==> config.mk <==
export PLATFORM = sky130hd
export DESIGN_NAME = btn_ctrl_multi
export DESIGN_NICKNAME = d
export VERILOG_FILES = /design/src/rtl/btn_ctrl_pkg.sv /design/src/rtl/btn_ctrl_chan.sv /design/src/rtl/btn_ctrl_multi.sv
export SDC_FILE = /design/constraint.sdc
export NUM_CORES = 1
export LEC_CHECK = 0
export BUFFER_PORTS_ARGS = -buffer_cell sky130_fd_sc_hd__buf_2
export CAP_MARGIN = 20
export CORE_ASPECT_RATIO = 0.75
export CORE_MARGIN = 2
export CORE_UTILIZATION = 68
export CTS_CLUSTER_DIAMETER = 80
export DETAILED_ROUTE_END_ITERATION = 7
export PLACE_DENSITY = 0.95
export SLEW_MARGIN = 20
export SYNTH_ARGS = -nofsm -noshare
export SYNTH_HDL_FRONTEND = slang
export SYNTH_SLANG_ARGS = --single-unit
==> constraint.sdc <==
create_clock -name i_clk -period 10.05 [get_ports i_clk]
set_input_delay 0 -clock i_clk [delete_from_list [all_inputs] [get_ports i_clk]]
set_output_delay 0 -clock i_clk [all_outputs]
set_load 0.01 [all_outputs]
==> src/rtl/btn_ctrl_pkg.sv <==
// Shared defaults, per-channel event bundle and counter sizing helpers
// for the multi-channel button controller.
package btn_ctrl_pkg;

  localparam int DEF_N_BTN             = 2;
  localparam int DEF_MIN_PULSE_WIDTH   = 25000;
  localparam int DEF_ACTIVE_LOW        = 1;
  localparam int DEF_LONG_PRESS_CYCLES = 40000000;
  localparam int DEF_REPEAT_DELAY      = 20000000;
  localparam int DEF_REPEAT_PERIOD     = 4000000;

  typedef struct packed {
    logic lvl;
    logic press;
    logic rel;
    logic lng;
    logic rpt;
  } chan_evt_t;

  // Bits needed to hold the terminal value of a counter (min 1).
  function automatic int cnt_w(input int term);
    return (term < 2) ? 1 : $clog2(term + 1);
  endfunction

  function automatic int imax(input int a, input int b);
    return (a > b) ? a : b;
  endfunction

endpackage

==> src/rtl/btn_ctrl_chan.sv <==
// One button channel: 2-flop sync, debounce, press/release edges,
// saturating hold timer with long-press pulse and auto-repeat train.
module btn_ctrl_chan
  import btn_ctrl_pkg::*;
#(
  parameter int MIN_PULSE_WIDTH   = DEF_MIN_PULSE_WIDTH,
  parameter int ACTIVE_LOW        = DEF_ACTIVE_LOW,
  parameter int LONG_PRESS_CYCLES = DEF_LONG_PRESS_CYCLES,
  parameter int REPEAT_DELAY      = DEF_REPEAT_DELAY,
  parameter int REPEAT_PERIOD     = DEF_REPEAT_PERIOD,
  parameter bit REPEAT_EN         = 1'b1
) (
  input  logic      i_clk,
  input  logic      i_rst,
  input  logic      i_btn,
  output chan_evt_t o_evt
);

  localparam logic RAW_IDLE = (ACTIVE_LOW != 0);
  localparam int   DW = cnt_w(MIN_PULSE_WIDTH);
  localparam int   HW = cnt_w(LONG_PRESS_CYCLES);
  localparam int   RW = cnt_w(imax(REPEAT_DELAY, REPEAT_PERIOD));
  localparam logic [DW-1:0] DB_LAST = DW'(MIN_PULSE_WIDTH - 1);
  localparam logic [HW-1:0] H_TERM  = HW'(LONG_PRESS_CYCLES);
  localparam logic [RW-1:0] R_DLY   = RW'(REPEAT_DELAY);
  localparam logic [RW-1:0] R_PER   = RW'(REPEAT_PERIOD);

  logic [1:0]    sync;
  logic          stable;
  logic [DW-1:0] db_cnt;
  logic [HW-1:0] h_cnt, h_nx;
  logic [RW-1:0] r_cnt, r_nx;
  logic          r_first;
  logic          press, rel, lng, rpt;
  logic          smp, flip, r_hit;

  assign smp   = sync[1] ^ RAW_IDLE;
  assign flip  = (smp != stable) && (db_cnt == DB_LAST);
  assign h_nx  = (h_cnt == H_TERM) ? h_cnt : h_cnt + HW'(1);
  assign r_nx  = r_cnt + RW'(1);
  // First repeat waits the longer delay, later ones the period.
  assign r_hit = r_first ? (r_nx == R_DLY) : (r_nx == R_PER);

  always_ff @(posedge i_clk or posedge i_rst) begin
    if (i_rst) begin
      sync    <= {2{RAW_IDLE}};
      stable  <= 1'b0;
      db_cnt  <= '0;
      h_cnt   <= '0;
      r_cnt   <= '0;
      r_first <= 1'b0;
      press   <= 1'b0;
      rel     <= 1'b0;
      lng     <= 1'b0;
      rpt     <= 1'b0;
    end else begin
      sync   <= {sync[0], i_btn};
      press  <= flip & ~stable;
      rel    <= flip & stable;
      lng    <= 1'b0;
      rpt    <= 1'b0;
      db_cnt <= ((smp == stable) || flip) ? '0 : db_cnt + DW'(1);
      if (flip) stable <= ~stable;

      if (flip && !stable) begin
        h_cnt   <= '0;
        r_cnt   <= '0;
        r_first <= 1'b1;
        rpt     <= REPEAT_EN;
      end else if (stable && !flip) begin
        h_cnt <= h_nx;
        lng   <= (h_cnt != H_TERM) && (h_nx == H_TERM);
        if (r_hit) begin
          rpt     <= REPEAT_EN;
          r_cnt   <= '0;
          r_first <= 1'b0;
        end else begin
          r_cnt <= r_nx;
        end
      end else begin
        // Released, or the release cycle itself: timers idle, no pulses.
        h_cnt   <= '0;
        r_cnt   <= '0;
        r_first <= 1'b0;
      end
    end
  end

  assign o_evt = '{lvl: stable, press: press, rel: rel, lng: lng, rpt: rpt};

endmodule

==> src/rtl/btn_ctrl_multi.sv <==
// N_BTN independent debounced button channels with press/release,
// long-press and auto-repeat pulses.
module btn_ctrl_multi
  import btn_ctrl_pkg::*;
#(
  parameter int               N_BTN             = DEF_N_BTN,
  parameter int               MIN_PULSE_WIDTH   = DEF_MIN_PULSE_WIDTH,
  parameter int               ACTIVE_LOW        = DEF_ACTIVE_LOW,
  parameter int               LONG_PRESS_CYCLES = DEF_LONG_PRESS_CYCLES,
  parameter int               REPEAT_DELAY      = DEF_REPEAT_DELAY,
  parameter int               REPEAT_PERIOD     = DEF_REPEAT_PERIOD,
  parameter logic [N_BTN-1:0] REPEAT_EN         = '1
) (
  input  logic             i_clk,
  input  logic             i_rst,
  input  logic [N_BTN-1:0] i_btn,
  output logic [N_BTN-1:0] o_btn,
  output logic [N_BTN-1:0] o_press,
  output logic [N_BTN-1:0] o_release,
  output logic [N_BTN-1:0] o_long,
  output logic [N_BTN-1:0] o_repeat
);

  chan_evt_t [N_BTN-1:0] evt;

  for (genvar g = 0; g < N_BTN; g++) begin : g_chan
    btn_ctrl_chan #(
      .MIN_PULSE_WIDTH  (MIN_PULSE_WIDTH),
      .ACTIVE_LOW       (ACTIVE_LOW),
      .LONG_PRESS_CYCLES(LONG_PRESS_CYCLES),
      .REPEAT_DELAY     (REPEAT_DELAY),
      .REPEAT_PERIOD    (REPEAT_PERIOD),
      .REPEAT_EN        (REPEAT_EN[g])
    ) u_chan (
      .i_clk(i_clk),
      .i_rst(i_rst),
      .i_btn(i_btn[g]),
      .o_evt(evt[g])
    );

    assign o_btn[g]     = evt[g].lvl;
    assign o_press[g]   = evt[g].press;
    assign o_release[g] = evt[g].rel;
    assign o_long[g]    = evt[g].lng;
    assign o_repeat[g]  = evt[g].rpt;
  end

endmodule

Yosys cells after proc, flatten, opt, wreduce, memory -nomap -nowiden
Index checks and enable logic that the tools add are counted.

$add $sub $neg: 6. Equal/unequal tests: 18. Muxes and demuxes: 32. Bitwise gates (word level): 8. Reductions and logical operators: 14.

Operators with widths (count): 2-to-1 mux 26 bit (6); 2-to-1 mux 25 bit (6); equality test 26 bit, second input constant (4); adder 26 x 1 -> 26 bit, second input constant (2); != test 26 bit, second input constant (2); adder 25 x 1 -> 25 bit, second input constant (2); equality test 25 x 22 -> 1 bit, second input constant (2); equality test 25 bit, second input constant (2); adder 15 x 1 -> 15 bit, second input constant (2); equality test 15 bit, second input constant (2); 2-to-1 mux 15 bit (2); 2-to-1 mux 1 bit (18); logical AND 1 bit (8); != test 3 x 1 -> 1 bit, second input constant (2); AND 1 bit (4); logical NOT 1 bit (4); NOT 1 bit (4); equality test 1 bit (2); logical OR 1 bit (2); != test 1 bit (2).

Register bits after elaboration: 148. Input port bits: 4. Output and inout port bits: 10. Logic and storage cells: 98.

Logic depth before layout (Yosys ltp)
Word-level depth: 7. Mapped depth: 10. Depth with buffers taken out: 8.

Cells and area by module
Synthesis repeated with hierarchy kept, for this count alone.

Cell total of the unflattened synthesis: 884. Area, all modules: 8565.7 um^2.

Modules (own cells, without submodules): btn_ctrl_chan (instances 2, cells an instance 442, area an instance 4282.9 um^2, sequential area each 1854.3 um^2).

Worst setup path before layout
Ideal clock, no wire load.

Kind: register to register. Start: register g_chan[1].u_chan.r_cnt[0]. End: register g_chan[1].u_chan.r_cnt[20]. Library setup time: 143 ps. Data arrival time: 2517 ps. Required time: 9907 ps. Path slack: 7390 ps. Cell stages (with the launch flop): 11. Buffers on the path: 2. Clock period less this slack: 2660 ps. Path through: dfrtp_1 -> ha_1 -> nand4_2 -> or3_1 -> buf_6 -> or4_1 -> a211oi_1 -> nand4_1 -> nor2b_1 -> buf_6 -> a211oi_1.

Longest elaborated chain between the ends: 6. Elaborated cells between the ends (all ways): 7. Classes of those cells: add/sub (1); eq/ne (2); mux (4).

RTL lines: start: declaration (line btn_ctrl_chan.sv:32) `logic [RW-1:0] r_cnt, r_nx;`; start signal: assignment (line btn_ctrl_chan.sv:78) `r_cnt <= r_nx;`; adder 25 x 1 -> 25 bit (*) (line btn_ctrl_chan.sv:40) `assign r_nx = r_cnt + RW'(1);`; equality test 25 x 22 -> 1 bit or equality test 25 bit (tied branches) (line btn_ctrl_chan.sv:42) `assign r_hit = r_first ? (r_nx == R_DLY) : (r_nx == R_PER);`; 2-to-1 mux 1 bit (line btn_ctrl_chan.sv:42); 2-to-1 mux 25 bit (*) (line btn_ctrl_chan.sv:73) `if (r_hit) begin`; 2-to-1 mux 25 bit (*) (line btn_ctrl_chan.sv:70) `end else if (stable && !flip) begin`; 2-to-1 mux 25 bit (*) (line btn_ctrl_chan.sv:65) `if (flip && !stable) begin`.

Mark *: on every way between the ends. The rest lies on a longest branch, timed or not. A chain may end at the register's enable or synchronous reset.

Worst setup path in the final report
Start: register g_chan[1].u_chan.r_cnt[0]. End: register g_chan[1].u_chan.r_cnt[10].

The elaborated chain is that of the path after synthesis.

==> impl_metrics.py <==
metrics = {
    "worst_setup_path": {
        "worstPathBufferInverterCount": 0,
        "cpPeakStageDelay_ns": 0.84,
        "crit_path_frequent_cell": "a211oi_1",
        "cp.required_ns": 10.32,
        "path_delay_family": "simple AND/OR/NAND/NOR gates",
        "r2r_start": "g_chan[1].u_chan.r_cnt[0]",
        "worstPathMaxFanout": 10,
        "endpoint_kind": "flip-flop",
        "slowest_stage": "nor2b_1",
        "cp.depth": 8,
        "worstPathArrival_ns": 4.02,
        "cp_cell_sequence": "ha_1 -> nand4_2 -> or3_1 -> or4_1 -> a211oi_1 -> nand4_1 -> nor2b_1 -> a211oi_1",
        "cp-endpoint": "g_chan[1].u_chan.r_cnt[10]",
        "rr_endpoint": "g_chan[1].u_chan.r_cnt[10]",
        "crit_type": "reg2reg",
        "worst-r2r-cell-count": 8,
        "r2r_slack_ns": 6.30,
        "worstSetupStartpointType": "flip-flop",
        "startpoint": "g_chan[1].u_chan.r_cnt[0]",
    },
    "logic_synthesis": {
        "ys.flop_type": "dfrtp_1",
        "synth-seq-area-share_pct": 44.1,
        "syn_avg_cell_area_sq_um": 9.12,
        "yosysWarnings": 0,
        "synth_fp_nets": 934,
        "netlist_top_cells_count": "144 x dfrtp_1, 121 x nor2_1, 74 x nand2_1",
        "ys_types": 72,
        "synthTopCellsByArea": "dfrtp_1 43%, xor2_1 5.7%, nor2_1 5.4%, xnor2_1 5.3%, nand2_1 3.3%",
        "ys_async_sr_fraction_pct": 100,
        "yosysTopAreaCellShare_pct": 42.9,
        "yosysTopAreaCell": "dfrtp_1",
        "yosysMostFrequentCell": "dfrtp_1",
        "ys_ff_latch": 148,
        "syn_area_sq_um": 8410,
        "postSynthCellCount": 922,
        "synth_edf_count": 0,
    },
    "detailed_routing": {
        "drcViolationCount": 0,
        "viasPerCell": 6.51,
        "drtIter0Drc": 797,
        "vias": 7049,
        "first_pass_iters": 6,
        "wl_per_cell_um": 17.3,
        "wl_um": 18700,
        "ant_nets": 0,
    },
    "finish": {
        "drive_gt1_share_pct": 9.16,
        "area_growth_pct": 7.04,
        "finalNonFillerCells": 1083,
        "insertedDiodeCount": 0,
        "nFillCells": 817,
        "final_nets": 916,
    },
    "clocking": {
        "cts.sink_count": 148,
        "cts_tree": "done",
        "cts_resized": 0,
        "clkTransAtPathRegs_ns": 0.06,
        "post_cts_buffers": 0,
        "cts_inserted_buffers": 17,
        "cts-root-buf": "clkbuf_16",
        "htreeDepth": 4,
        "clk_path_buf_depth": 2,
        "clk_latency_ns": 0.44,
    },
    "sta": {
        "setup_ws_ns": 6.30,
        "final_hold_viol_count": 0,
        "final.min_clock_period_ns": 3.75,
        "rsz0062_at_grt": "no",
        "finalSetupViolCount": 0,
        "max_freq_mhz": 267,
        "slew_headroom_pct": 29.3,
        "min_period_over_period_pct": 37.3,
        "worstMarginPinSlew_ns": 1.06,
        "finalSetupTns_ns": 0,
        "drv_slew": 0,
        "fin_skew_ns": 0.0129,
    },
    "run": {
        "cap_violations": 0,
    },
    "global_routing": {
        "grt_pass1_wl_um": 31100,
        "grt_usage_pct": 29.1,
        "antenna_found_initial": 0,
        "grt_max_degree": 86,
        "overflow": 0,
        "grt_pass1_vias": 6522,
    },
    "placement": {
        "place_ws_ns": 6.45,
        "hpwl_um": 12000,
        "buffer_ports.inserted": 13,
        "placed_cells": 1048,
        "gp_congestion": 0.950,
    },
    "floorplanning": {
        "ios": 14,
        "rows": 35,
        "die_x_um": 132,
        "die_h_um": 100,
        "coreArea_sq_um": 12200,
        "initial_core_util_pct": 69.0,
        "die-area_sq_um": 13300,
    },
    "power_and_ir_drop": {
        "peakVddDrop_mv": 0.144,
        "p_leak_nw": 3.45,
        "power_density_nw_per_um2": 138,
    },
    "outcome": {
        "status": "finished clean",
    },
    "min_path": {
        "hp-class": "in2reg",
    },
}
how the worst min path moves through the flow:
stage              from                        to  slack (ns)  cells after the start
3_5_place_dp   i_btn[1]  g_chan[1].u_chan.sync[0]        0.11                      1
5_1_grt        i_btn[1]  g_chan[1].u_chan.sync[0]        0.21                      2
4_1_cts        i_btn[1]  g_chan[1].u_chan.sync[0]        0.20                      2
3_3_place_gp   i_btn[1]  g_chan[1].u_chan.sync[0]        0.11                      1
6_report       i_btn[1]  g_chan[1].u_chan.sync[0]        0.21                      2
2_1_floorplan  i_btn[0]  g_chan[0].u_chan.sync[0]       0.004                      0
cell families after synthesis:
kind of cell | share of synthesized area, %
mux | 0.238
xor+xnor | 11.0
flops | 44.1
compound gates | 8.31
buf+inv | 4.61
fa+ha+maj | 1.19
simple gates | 30.5
through the flow:
step / cell area, sq um / utilization, % / hold slack [ns] / total power [mW]
finish: 9000 / 73.9 / 0.212 / 1.24
global route: 9000 / 73.9 / 0.209 / 1.28
CTS: 9000 / 73.9 / 0.202 / 1.25
detailed placement: 8400 / 69.0 / 0.107 / 0.632
global placement: 8400 / 69.0 / 0.106 / 0.631
floorplan: 8410 / - / 0.00448 / 0.626
state kept, by name (all words and copies together), names as in the netlist, 4 cells and up:
register              cells
g_chan.u_chan.sync        4
g_chan.u_chan.h_cnt      52
g_chan.u_chan.db_cnt     30
g_chan.u_chan.r_cnt      50
cells in the final DEF (no fill, tap or decap), drive strengths merged, types with 6 or more instances in the layout:
master and n:
and3 26, or4 13, nand2 74, ha 8
a211oi 10, dfrtp 144, and2 6, nor4 23
nor3b 7, nor2 122, and4 8, xor2 55
nor3 51, a21oi 21, inv 20, xnor2 51
nand3 57, clkbuf 21, or3 23, nand4b 6
nand2b 9, nand4 34, o21ai 23, buf 17
per-layer routing:
| layer | global-route usage, % | part of all wire, % |
|---|---|---|
| met1 | 40.7 | 45 |
| met2 | 44.0 | 45 |
| met3 | 8.54 | 7.7 |
| met4 | 10.0 | 2.3 |
| met5 | 0 | 0 |
final cells by class:
cell class | count | area [sq um] | share of cell area, %
Clock buffer | 21 | 470 | 5.23
Tap cell | 166 | 208 | 2.31
Multi-Input combinational cell | 699 | 4310 | 47.9
Clock inverter | 11 | 101 | 1.13
Inverter | 18 | 72.6 | 0.807
Timing Repair Buffer | 20 | 125 | 1.39
Sequential cell | 148 | 3710 | 41.2
where the power goes:
part	switching [mW]	internal [mW]	total [mW]
registers	0.00297	0.599	0.602
clock network	0.260	0.360	0.621
logic	0.0151	0.00407	0.0192
what timing repair did:
action                                  4_1_cts  5_1_grt
endpoints found under the hold margin        86        0
hold buffers                                  3        0
endpoints found under the setup margin        0        0
No activity file was read; power rests on OpenSTA's default activity.
